$ cat src/rtl/keystone_pkg.sv
// rtl/keystone_pkg.sv - shared pixel types, packing offsets and pair packing for the keystone pixel path
package keystone_pkg;

    typedef struct packed {
        logic [7:0] r;
        logic [7:0] g;
        logic [7:0] b;
    } pixel_t;

    typedef pixel_t [1:0] pixel_pair_t;

    localparam int G_LSB      = 2;
    localparam int B_LSB      = 12;
    localparam int R_LSB      = 22;
    localparam int PIX_STRIDE = 32;

    typedef enum logic {
        OUT_EMPTY = 1'b0,
        OUT_FULL  = 1'b1
    } out_state_t;

    // Same layout the input parser unpacks: each colour sits in a 10-bit field, low two bits zero.
    function automatic logic [63:0] pack_pair(input pixel_pair_t pair);
        logic [63:0] word;
        word = '0;
        for (int p = 0; p < 2; p++) begin
            word[p*PIX_STRIDE + G_LSB +: 8] = pair[p].g;
            word[p*PIX_STRIDE + B_LSB +: 8] = pair[p].b;
            word[p*PIX_STRIDE + R_LSB +: 8] = pair[p].r;
        end
        return word;
    endfunction

endpackage

$ cat src/rtl/keystone_stream_tx_if.sv
// rtl/keystone_stream_tx_if.sv - pixel-pair input channel and 64-bit video stream output of the transmitter
interface keystone_stream_tx_if;

    logic        pix_valid;
    logic        pix_ready;
    logic [7:0]  r0, g0, b0;
    logic [7:0]  r1, g1, b1;

    logic [63:0] m_tdata;
    logic        m_tvalid;
    logic        m_tready;
    logic        m_tuser;
    logic        m_tlast;

    // master: the transmitter (pixel sink, stream source); slave: its environment
    modport master (
        input  pix_valid, r0, g0, b0, r1, g1, b1, m_tready,
        output pix_ready, m_tdata, m_tvalid, m_tuser, m_tlast
    );

    modport slave (
        output pix_valid, r0, g0, b0, r1, g1, b1, m_tready,
        input  pix_ready, m_tdata, m_tvalid, m_tuser, m_tlast
    );

endinterface

$ cat src/rtl/keystone_sync_fifo.sv
// rtl/keystone_sync_fifo.sv - synchronous FIFO with async reset, sync flush and occupancy level
module keystone_sync_fifo #(
    parameter int DATA_WIDTH = 48,
    parameter int DEPTH      = 16
) (
    input  logic                    clk,
    input  logic                    rst,
    input  logic                    flush,
    input  logic                    push,
    input  logic [DATA_WIDTH-1:0]   wdata,
    input  logic                    pop,
    output logic [DATA_WIDTH-1:0]   rdata,
    output logic                    full,
    output logic                    empty,
    output logic [$clog2(DEPTH):0]  level
);

    localparam int AW = $clog2(DEPTH);
    localparam logic [AW:0] FULL_LEVEL = DEPTH[AW:0];

    logic [DATA_WIDTH-1:0] mem [DEPTH];
    logic [AW:0]           wr_ptr;
    logic [AW:0]           rd_ptr;
    logic                  do_push;
    logic                  do_pop;

    // Pointers carry one extra wrap bit so full and empty stay distinguishable.
    assign level   = wr_ptr - rd_ptr;
    assign full    = (level == FULL_LEVEL);
    assign empty   = (wr_ptr == rd_ptr);
    assign do_push = push && !full && !flush;
    assign do_pop  = pop && !empty && !flush;
    assign rdata   = mem[rd_ptr[AW-1:0]];

    always_ff @(posedge clk or posedge rst) begin
        if (rst) begin
            wr_ptr <= '0;
            rd_ptr <= '0;
        end else if (flush) begin
            wr_ptr <= '0;
            rd_ptr <= '0;
        end else begin
            if (do_push) wr_ptr <= wr_ptr + 1'b1;
            if (do_pop)  rd_ptr <= rd_ptr + 1'b1;
        end
    end

    always_ff @(posedge clk) begin
        if (do_push) mem[wr_ptr[AW-1:0]] <= wdata;
    end

endmodule

$ cat src/rtl/keystone_stream_tx.sv
// rtl/keystone_stream_tx.sv - pixel pairs to 64-bit video stream with tuser/tlast; TX_TEST_PATTERN_EN adds a test pattern source
module keystone_stream_tx
    import keystone_pkg::*;
#(
    parameter int WIDTH      = 1920,
    parameter int HEIGHT     = 1080,
    parameter int FIFO_DEPTH = 16
) (
    input  logic                         clk,
    input  logic                         rst,
    input  logic                         frame_start,
`ifdef TX_TEST_PATTERN_EN
    input  logic                         test_mode,
`endif
    keystone_stream_tx_if.master         io,
    output logic [15:0]                  frame_count,
    output logic [$clog2(FIFO_DEPTH):0]  fifo_level
);

    localparam logic [15:0] X_LAST = 16'(WIDTH / 2 - 1);
    localparam logic [15:0] Y_LAST = 16'(HEIGHT - 1);

    out_state_t  state;
    logic        ready_en;
    logic [15:0] x_beat, y_line;
    logic [15:0] x_nx, y_nx;
    logic        frame_wrap;
    logic        handshake;
    logic        src_avail;
    logic        load;
    logic        fifo_push, fifo_pop, fifo_full, fifo_empty;
    pixel_pair_t in_pair, fifo_pair, src_pair;
    logic [63:0] tdata_q;
    logic        tuser_q, tlast_q;

    assign in_pair   = {io.r1, io.g1, io.b1, io.r0, io.g0, io.b0};
    assign handshake = (state == OUT_FULL) && io.m_tready;
    assign load      = ((state == OUT_EMPTY) || handshake) && src_avail;
    assign fifo_push = io.pix_valid && io.pix_ready;

`ifdef TX_TEST_PATTERN_EN
    logic        pattern_mode;
    logic        use_pattern;
    logic [7:0]  x_even, x_odd;
    pixel_pair_t pattern_pair;

    // The source only changes on the beat that opens a frame.
    assign use_pattern  = (x_nx == '0 && y_nx == '0) ? test_mode : pattern_mode;
    assign x_even       = {x_nx[6:0], 1'b0};
    assign x_odd        = {x_nx[6:0], 1'b1};
    assign pattern_pair = {x_odd, y_nx[7:0], 8'hFF ^ x_odd, x_even, y_nx[7:0], 8'hFF ^ x_even};
    assign src_avail    = use_pattern || !fifo_empty;
    assign src_pair     = use_pattern ? pattern_pair : fifo_pair;
    assign fifo_pop     = load && !use_pattern && !frame_start;
    assign io.pix_ready = ready_en && !fifo_full && !frame_start && !test_mode;

    always_ff @(posedge clk or posedge rst) begin
        if (rst)                       pattern_mode <= 1'b0;
        else if (!frame_start && load) pattern_mode <= use_pattern;
    end
`else
    assign src_avail    = !fifo_empty;
    assign src_pair     = fifo_pair;
    assign fifo_pop     = load && !frame_start;
    assign io.pix_ready = ready_en && !fifo_full && !frame_start;
`endif

    keystone_sync_fifo #(
        .DATA_WIDTH ($bits(pixel_pair_t)),
        .DEPTH      (FIFO_DEPTH)
    ) u_fifo (
        .clk   (clk),
        .rst   (rst),
        .flush (frame_start),
        .push  (fifo_push),
        .wdata (in_pair),
        .pop   (fifo_pop),
        .rdata (fifo_pair),
        .full  (fifo_full),
        .empty (fifo_empty),
        .level (fifo_level)
    );

    // Position of the beat that the next load will carry, after any handshake this cycle.
    always_comb begin
        x_nx       = x_beat;
        y_nx       = y_line;
        frame_wrap = 1'b0;
        if (handshake) begin
            if (x_beat == X_LAST) begin
                x_nx = '0;
                if (y_line == Y_LAST) begin
                    y_nx       = '0;
                    frame_wrap = 1'b1;
                end else begin
                    y_nx = y_line + 16'd1;
                end
            end else begin
                x_nx = x_beat + 16'd1;
            end
        end
    end

    always_ff @(posedge clk or posedge rst) begin
        if (rst) begin
            state       <= OUT_EMPTY;
            ready_en    <= 1'b0;
            x_beat      <= '0;
            y_line      <= '0;
            frame_count <= '0;
            tdata_q     <= '0;
            tuser_q     <= 1'b0;
            tlast_q     <= 1'b0;
        end else begin
            ready_en <= 1'b1;
            if (frame_start) begin
                state   <= OUT_EMPTY;
                x_beat  <= '0;
                y_line  <= '0;
                tdata_q <= '0;
                tuser_q <= 1'b0;
                tlast_q <= 1'b0;
            end else begin
                x_beat <= x_nx;
                y_line <= y_nx;
                if (frame_wrap) frame_count <= frame_count + 16'd1;
                if (load) begin
                    state   <= OUT_FULL;
                    tdata_q <= pack_pair(src_pair);
                    tuser_q <= (x_nx == '0) && (y_nx == '0);
                    tlast_q <= (x_nx == X_LAST);
                end else if (handshake) begin
                    state <= OUT_EMPTY;
                end
            end
        end
    end

    assign io.m_tvalid = (state == OUT_FULL);
    assign io.m_tdata  = tdata_q;
    assign io.m_tuser  = tuser_q;
    assign io.m_tlast  = tlast_q;

endmodule

$ cat src/flat_wrapper.sv
// flat-port wrapper written by rule: the top's interface ports become plain ports
module keystone_stream_tx_flat import keystone_pkg::*;
#(
    parameter int WIDTH      = 1920,
    parameter int HEIGHT     = 1080,
    parameter int FIFO_DEPTH = 16
)
  (clk, rst, frame_start, frame_count, fifo_level, io_pix_valid, io_r0, io_g0, io_b0, io_r1, io_g1, io_b1, io_m_tready, io_pix_ready, io_m_tdata, io_m_tvalid, io_m_tuser, io_m_tlast);
  keystone_stream_tx_if io_i ();
  input  logic clk;
  input  logic rst;
  input  logic frame_start;
  output logic [15:0] frame_count;
  output logic [$clog2(FIFO_DEPTH):0] fifo_level;
  input wire logic [$bits(io_i.pix_valid)-1:0] io_pix_valid;
  input wire logic [$bits(io_i.r0)-1:0] io_r0;
  input wire logic [$bits(io_i.g0)-1:0] io_g0;
  input wire logic [$bits(io_i.b0)-1:0] io_b0;
  input wire logic [$bits(io_i.r1)-1:0] io_r1;
  input wire logic [$bits(io_i.g1)-1:0] io_g1;
  input wire logic [$bits(io_i.b1)-1:0] io_b1;
  input wire logic [$bits(io_i.m_tready)-1:0] io_m_tready;
  output wire logic [$bits(io_i.pix_ready)-1:0] io_pix_ready;
  output wire logic [$bits(io_i.m_tdata)-1:0] io_m_tdata;
  output wire logic [$bits(io_i.m_tvalid)-1:0] io_m_tvalid;
  output wire logic [$bits(io_i.m_tuser)-1:0] io_m_tuser;
  output wire logic [$bits(io_i.m_tlast)-1:0] io_m_tlast;
  assign io_i.pix_valid = io_pix_valid;
  assign io_i.r0 = io_r0;
  assign io_i.g0 = io_g0;
  assign io_i.b0 = io_b0;
  assign io_i.r1 = io_r1;
  assign io_i.g1 = io_g1;
  assign io_i.b1 = io_b1;
  assign io_i.m_tready = io_m_tready;
  assign io_pix_ready = io_i.pix_ready;
  assign io_m_tdata = io_i.m_tdata;
  assign io_m_tvalid = io_i.m_tvalid;
  assign io_m_tuser = io_i.m_tuser;
  assign io_m_tlast = io_i.m_tlast;
  keystone_stream_tx #(.WIDTH(WIDTH), .HEIGHT(HEIGHT), .FIFO_DEPTH(FIFO_DEPTH)) u_core (.clk(clk), .rst(rst), .frame_start(frame_start), .io(io_i), .frame_count(frame_count), .fifo_level(fifo_level));
endmodule
$ cat config.mk
export PLATFORM = sky130hd
export DESIGN_NAME = keystone_stream_tx_flat
export DESIGN_NICKNAME = d
export VERILOG_FILES = /design/src/rtl/keystone_pkg.sv /design/src/rtl/keystone_stream_tx_if.sv /design/src/rtl/keystone_sync_fifo.sv /design/src/rtl/keystone_stream_tx.sv /design/src/flat_wrapper.sv
export SDC_FILE = /design/constraint.sdc
export NUM_CORES = 1
export LEC_CHECK = 0
export BUFFER_PORTS_ARGS = -buffer_cell sky130_fd_sc_hd__clkbuf_2
export CAP_MARGIN = 20
export CORE_ASPECT_RATIO = 1.25
export CORE_MARGIN = 2
export CORE_UTILIZATION = 36
export CTS_CLUSTER_DIAMETER = 100
export CTS_CLUSTER_SIZE = 8
export DETAILED_ROUTE_END_ITERATION = 7
export HOLD_SLACK_MARGIN = 0.15
export PLACE_DENSITY = 0.6
export SETUP_SLACK_MARGIN = 0.2
export SYNTH_ARGS = -nofsm -noshare
export SYNTH_HDL_FRONTEND = slang
export SYNTH_SLANG_ARGS = --single-unit
export TNS_END_PERCENT = 30
$ cat constraint.sdc
create_clock -name clk -period 6.44 [get_ports clk]
set_input_delay 0.322 -clock clk [delete_from_list [all_inputs] [get_ports clk]]
set_output_delay 0.322 -clock clk [all_outputs]
set_load 0.02 [all_outputs]
==> flow_metrics.py <==
metrics = {
    "setup_path": {
        "r2r_slack_ns": 2.16,
        "crit_end": "u_core.u_fifo.mem[4][21]",
        "r2r-end": "u_core.u_fifo.mem[4][21]",
        "path_class": "reg -> reg",
        "path_max_fanout": 30,
        "critPathLaunchType": "flop",
        "arrival_ns": 4.58,
        "worst_setup_path_end_kind": "flop",
        "r2r_cells": 10,
        "startpoint": "u_core.u_fifo.rd_ptr[0]",
        "worst_ep_required_time_ns": 6.73,
        "r2r_start": "u_core.u_fifo.rd_ptr[0]",
    },
    "power_and_ir_drop": {
        "leakage_nw": 13.5,
        "peakVddDrop_v": 0.000207,
        "finalPower_mw": 14.9,
        "powerDensity_mw_per_mm2": 365,
    },
    "clocking": {
        "clockBufferDepth": 3,
        "tritoncts": "done",
        "clock-root-buffer": "clkbuf_16",
        "clkTransAtPathRegs_ns": 0.05,
        "cts_made_buffers": 120,
        "insertion_delay_ns": 0.67,
        "cts_sinks": 878,
        "cts_resized": 0,
        "htreeDepth": 3,
    },
    "sta": {
        "layout_setup_ws_ns": 2.16,
        "period_minus_slack_ns": 4.28,
        "fmax_ghz": 0.233,
        "rsz0062_at_grt": "false",
        "hold_viol": 0,
        "tightestPinTransition_ns": 1.18,
        "skew_ns": 0.0316,
        "timing.final.crit_share_pct": 66.5,
        "finalMaxSlewViolations": 0,
        "setup_viol": 0,
        "slew_headroom_pct": 21.2,
        "fin_setup_tns_ns": 0,
    },
    "die": {
        "core_mm2": 0.0957,
        "placementRows": 127,
        "fp.dieW_um": 281,
        "die_y_um": 351,
        "initial_core_util_pct": 36.2,
        "boundaryPins": 142,
        "die-area_mm2": 0.0988,
    },
    "placement": {
        "port_buffers": 125,
        "routabilityCongestion": 0.783,
        "dpl_worst_slack_ns": 2.15,
        "place_inst": 3095,
        "hpwlAfterDp_um": 47600,
    },
    "grt": {
        "grt-ovfl-total": 0,
        "grt_pass1_vias": 18566,
        "grt_max_degree": 169,
        "grt_usage_pct": 16.6,
        "antenna_found_initial": 1,
        "grt_pass1_wl_um": 121000,
    },
    "yosys": {
        "syn_area_mm2": 0.0346,
        "avgSynthCellArea_um2": 19.9,
        "netlist.area_leader.share_pct": 66.6,
        "ys_seq_elements": 878,
        "syn_inst": 1745,
        "synth_cell_types": 65,
        "synth-edff-count": 768,
        "ys_warn_count": 0,
        "seq_area_frac_synth_pct": 74.5,
        "async_flop_share_pct": 12.5,
        "synth_area_leader_cell": "edfxtp_1",
        "synth_flop_cell": "edfxtp_1",
        "synth_area_leaders": "edfxtp_1 67%, mux4_2 16%, dfrtp_1 7.9%",
    },
    "route": {
        "dr.first_iter.drc_count": 1485,
        "met3_length_um": 5090,
        "viasPerCell": 5.20,
        "vias": 17476,
        "drc": 0,
        "drt-met1-wl_um": 32900,
        "drtAntennaViolNets": 0,
        "dr.pass1.iters": 8,
        "top_layer": "met4",
        "wl_met2_um": 41200,
        "drt_wl_total_um": 81300,
        "wire_per_inst_um": 24.2,
    },
    "flow_run": {
        "maxCapViolCount": 0,
    },
    "layout": {
        "final_common_cell": "edfxtp_1",
        "final_layout_size_suffix_gt1_share_pct": 27.3,
        "mostFrequentLayoutCells": "768 x edfxtp_1, 240 x mux4_2, 142 x nand2_1, 124 x clkbuf_2, 122 x clkbuf_16",
        "final_cells": 3364,
        "synthToLayoutAreaGrowth_pct": 18.0,
        "nNetsFinal": 2042,
    },
    "status": {
        "outcome": "complete, no violations",
    },
    "hold_path": {
        "hold_class": "in -> reg",
    },
}
[routing by layer]
layer,vias up,track usage [%]
met5,-,0
met4,0,5.86
met3,137,3.00
met2,563,28.1
met1,9296,21.6
li1,7480,-
[flip-flops by register name, indices dropped and copies added (netlist names)]
register and count:
u_core.io.m_tuser 1, u_core.io.m_tdata 48, u_core.u_fifo.wr_ptr 5, u_core.y_line 16, u_core.io.m_tvalid 1, u_core.frame_count 16
u_core.u_fifo.rd_ptr 5, u_core.io.m_tlast 1, u_core.x_beat 16, u_core.u_fifo.mem 768, u_core.ready_en 1
[cell usage after synthesis, types with 3 or more instances]
master,instances
buf_4,18
o31ai_1,3
xor2_1,22
nand4_1,21
o22ai_1,3
and4_1,6
inv_1,17
mux4_2,240
mux2i_1,5
nor3_1,22
xnor2_1,29
buf_6,3
buf_2,13
ha_1,12
clkbuf_1,71
a21oi_1,62
nand2_1,142
nand3_1,26
nor4b_1,3
dfrtp_1,110
nor4_1,4
and3_1,7
a21o_1,3
nor2_1,61
buf_1,9
edfxtp_1,768
o21ai_0,12
nand2b_1,9
[stage by stage]
stage | util, % | hold WS (ns) | cell area [um2]
after global placement | 38.5 | 0.399 | 36900
after CTS | 42.7 | 0.152 | 40800
final | 42.7 | 0.184 | 40900
after detailed placement | 38.6 | 0.405 | 36900
after floorplan | - | 0.421 | 34700
after global routing | 42.7 | 0.187 | 40900
[power breakdown]
group	total [mW]	internal (mW)	switching [mW]
Clock	5.81	3.54	2.27
Sequential	6.54	6.36	0.181
Combinational	2.56	1.12	1.44
Total	14.9	11.0	3.89
[what timing repair did]
action                    in CTS  in global routing
hold endpoints to repair     747                  0
hold buffers                  47                  0
buffers inserted               0                  0
[cell type report]
class	instances	area, um2
fillers	8375	54800
flip-flops and latches	878	25800
multi-input cells	749	8410
clock buffers	214	3400
well taps	1290	1610
repair buffers	209	1490
inverters	18	75.1
clock inverters	5	72.6
diodes	1	2.50
[worst max-delay path: stages, from the launching register on]
cell and delay [ns]:
dfrtp_4 0.66, ha_1 0.30, fa_1 0.42, inv_1 0.07, a21o_1 0.11, a21oi_1 0.07
xnor2_1 0.26, o311a_1 0.42, nand2_1 0.33, nor2_4 0.67, buf_4 0.58
[cells by family after synthesis]
logic type / Yosys count / synth area share [%]
flip-flops: 878 / 74.5
multiplexers: 246 / 15.8
other: 2 / 0.0217
adder cells (fa/ha/maj): 13 / 0.491
XOR/XNOR: 51 / 1.29
AO/OA/AOI/OAI: 101 / 1.69
AND/OR/NAND/NOR: 321 / 4.47
buffers and inverters: 133 / 1.77
[worst min path at each step]
stage / start / endpoint / slack [ns] / cells after the start
2_1_floorplan: io_b0[0] / u_core.u_fifo.mem[0][0] / 0.42 / 0
3_3_place_gp: rst / u_core.frame_count[8] / 0.40 / 2
3_5_place_dp: rst / u_core.frame_count[15] / 0.41 / 2
4_1_cts: io_r1[1] / u_core.u_fifo.mem[0][41] / 0.15 / 1
5_1_grt: io_r1[1] / u_core.u_fifo.mem[3][41] / 0.19 / 1
6_report: io_r1[2] / u_core.u_fifo.mem[10][42] / 0.18 / 1
No activity file was read; power rests on OpenSTA's default activity.
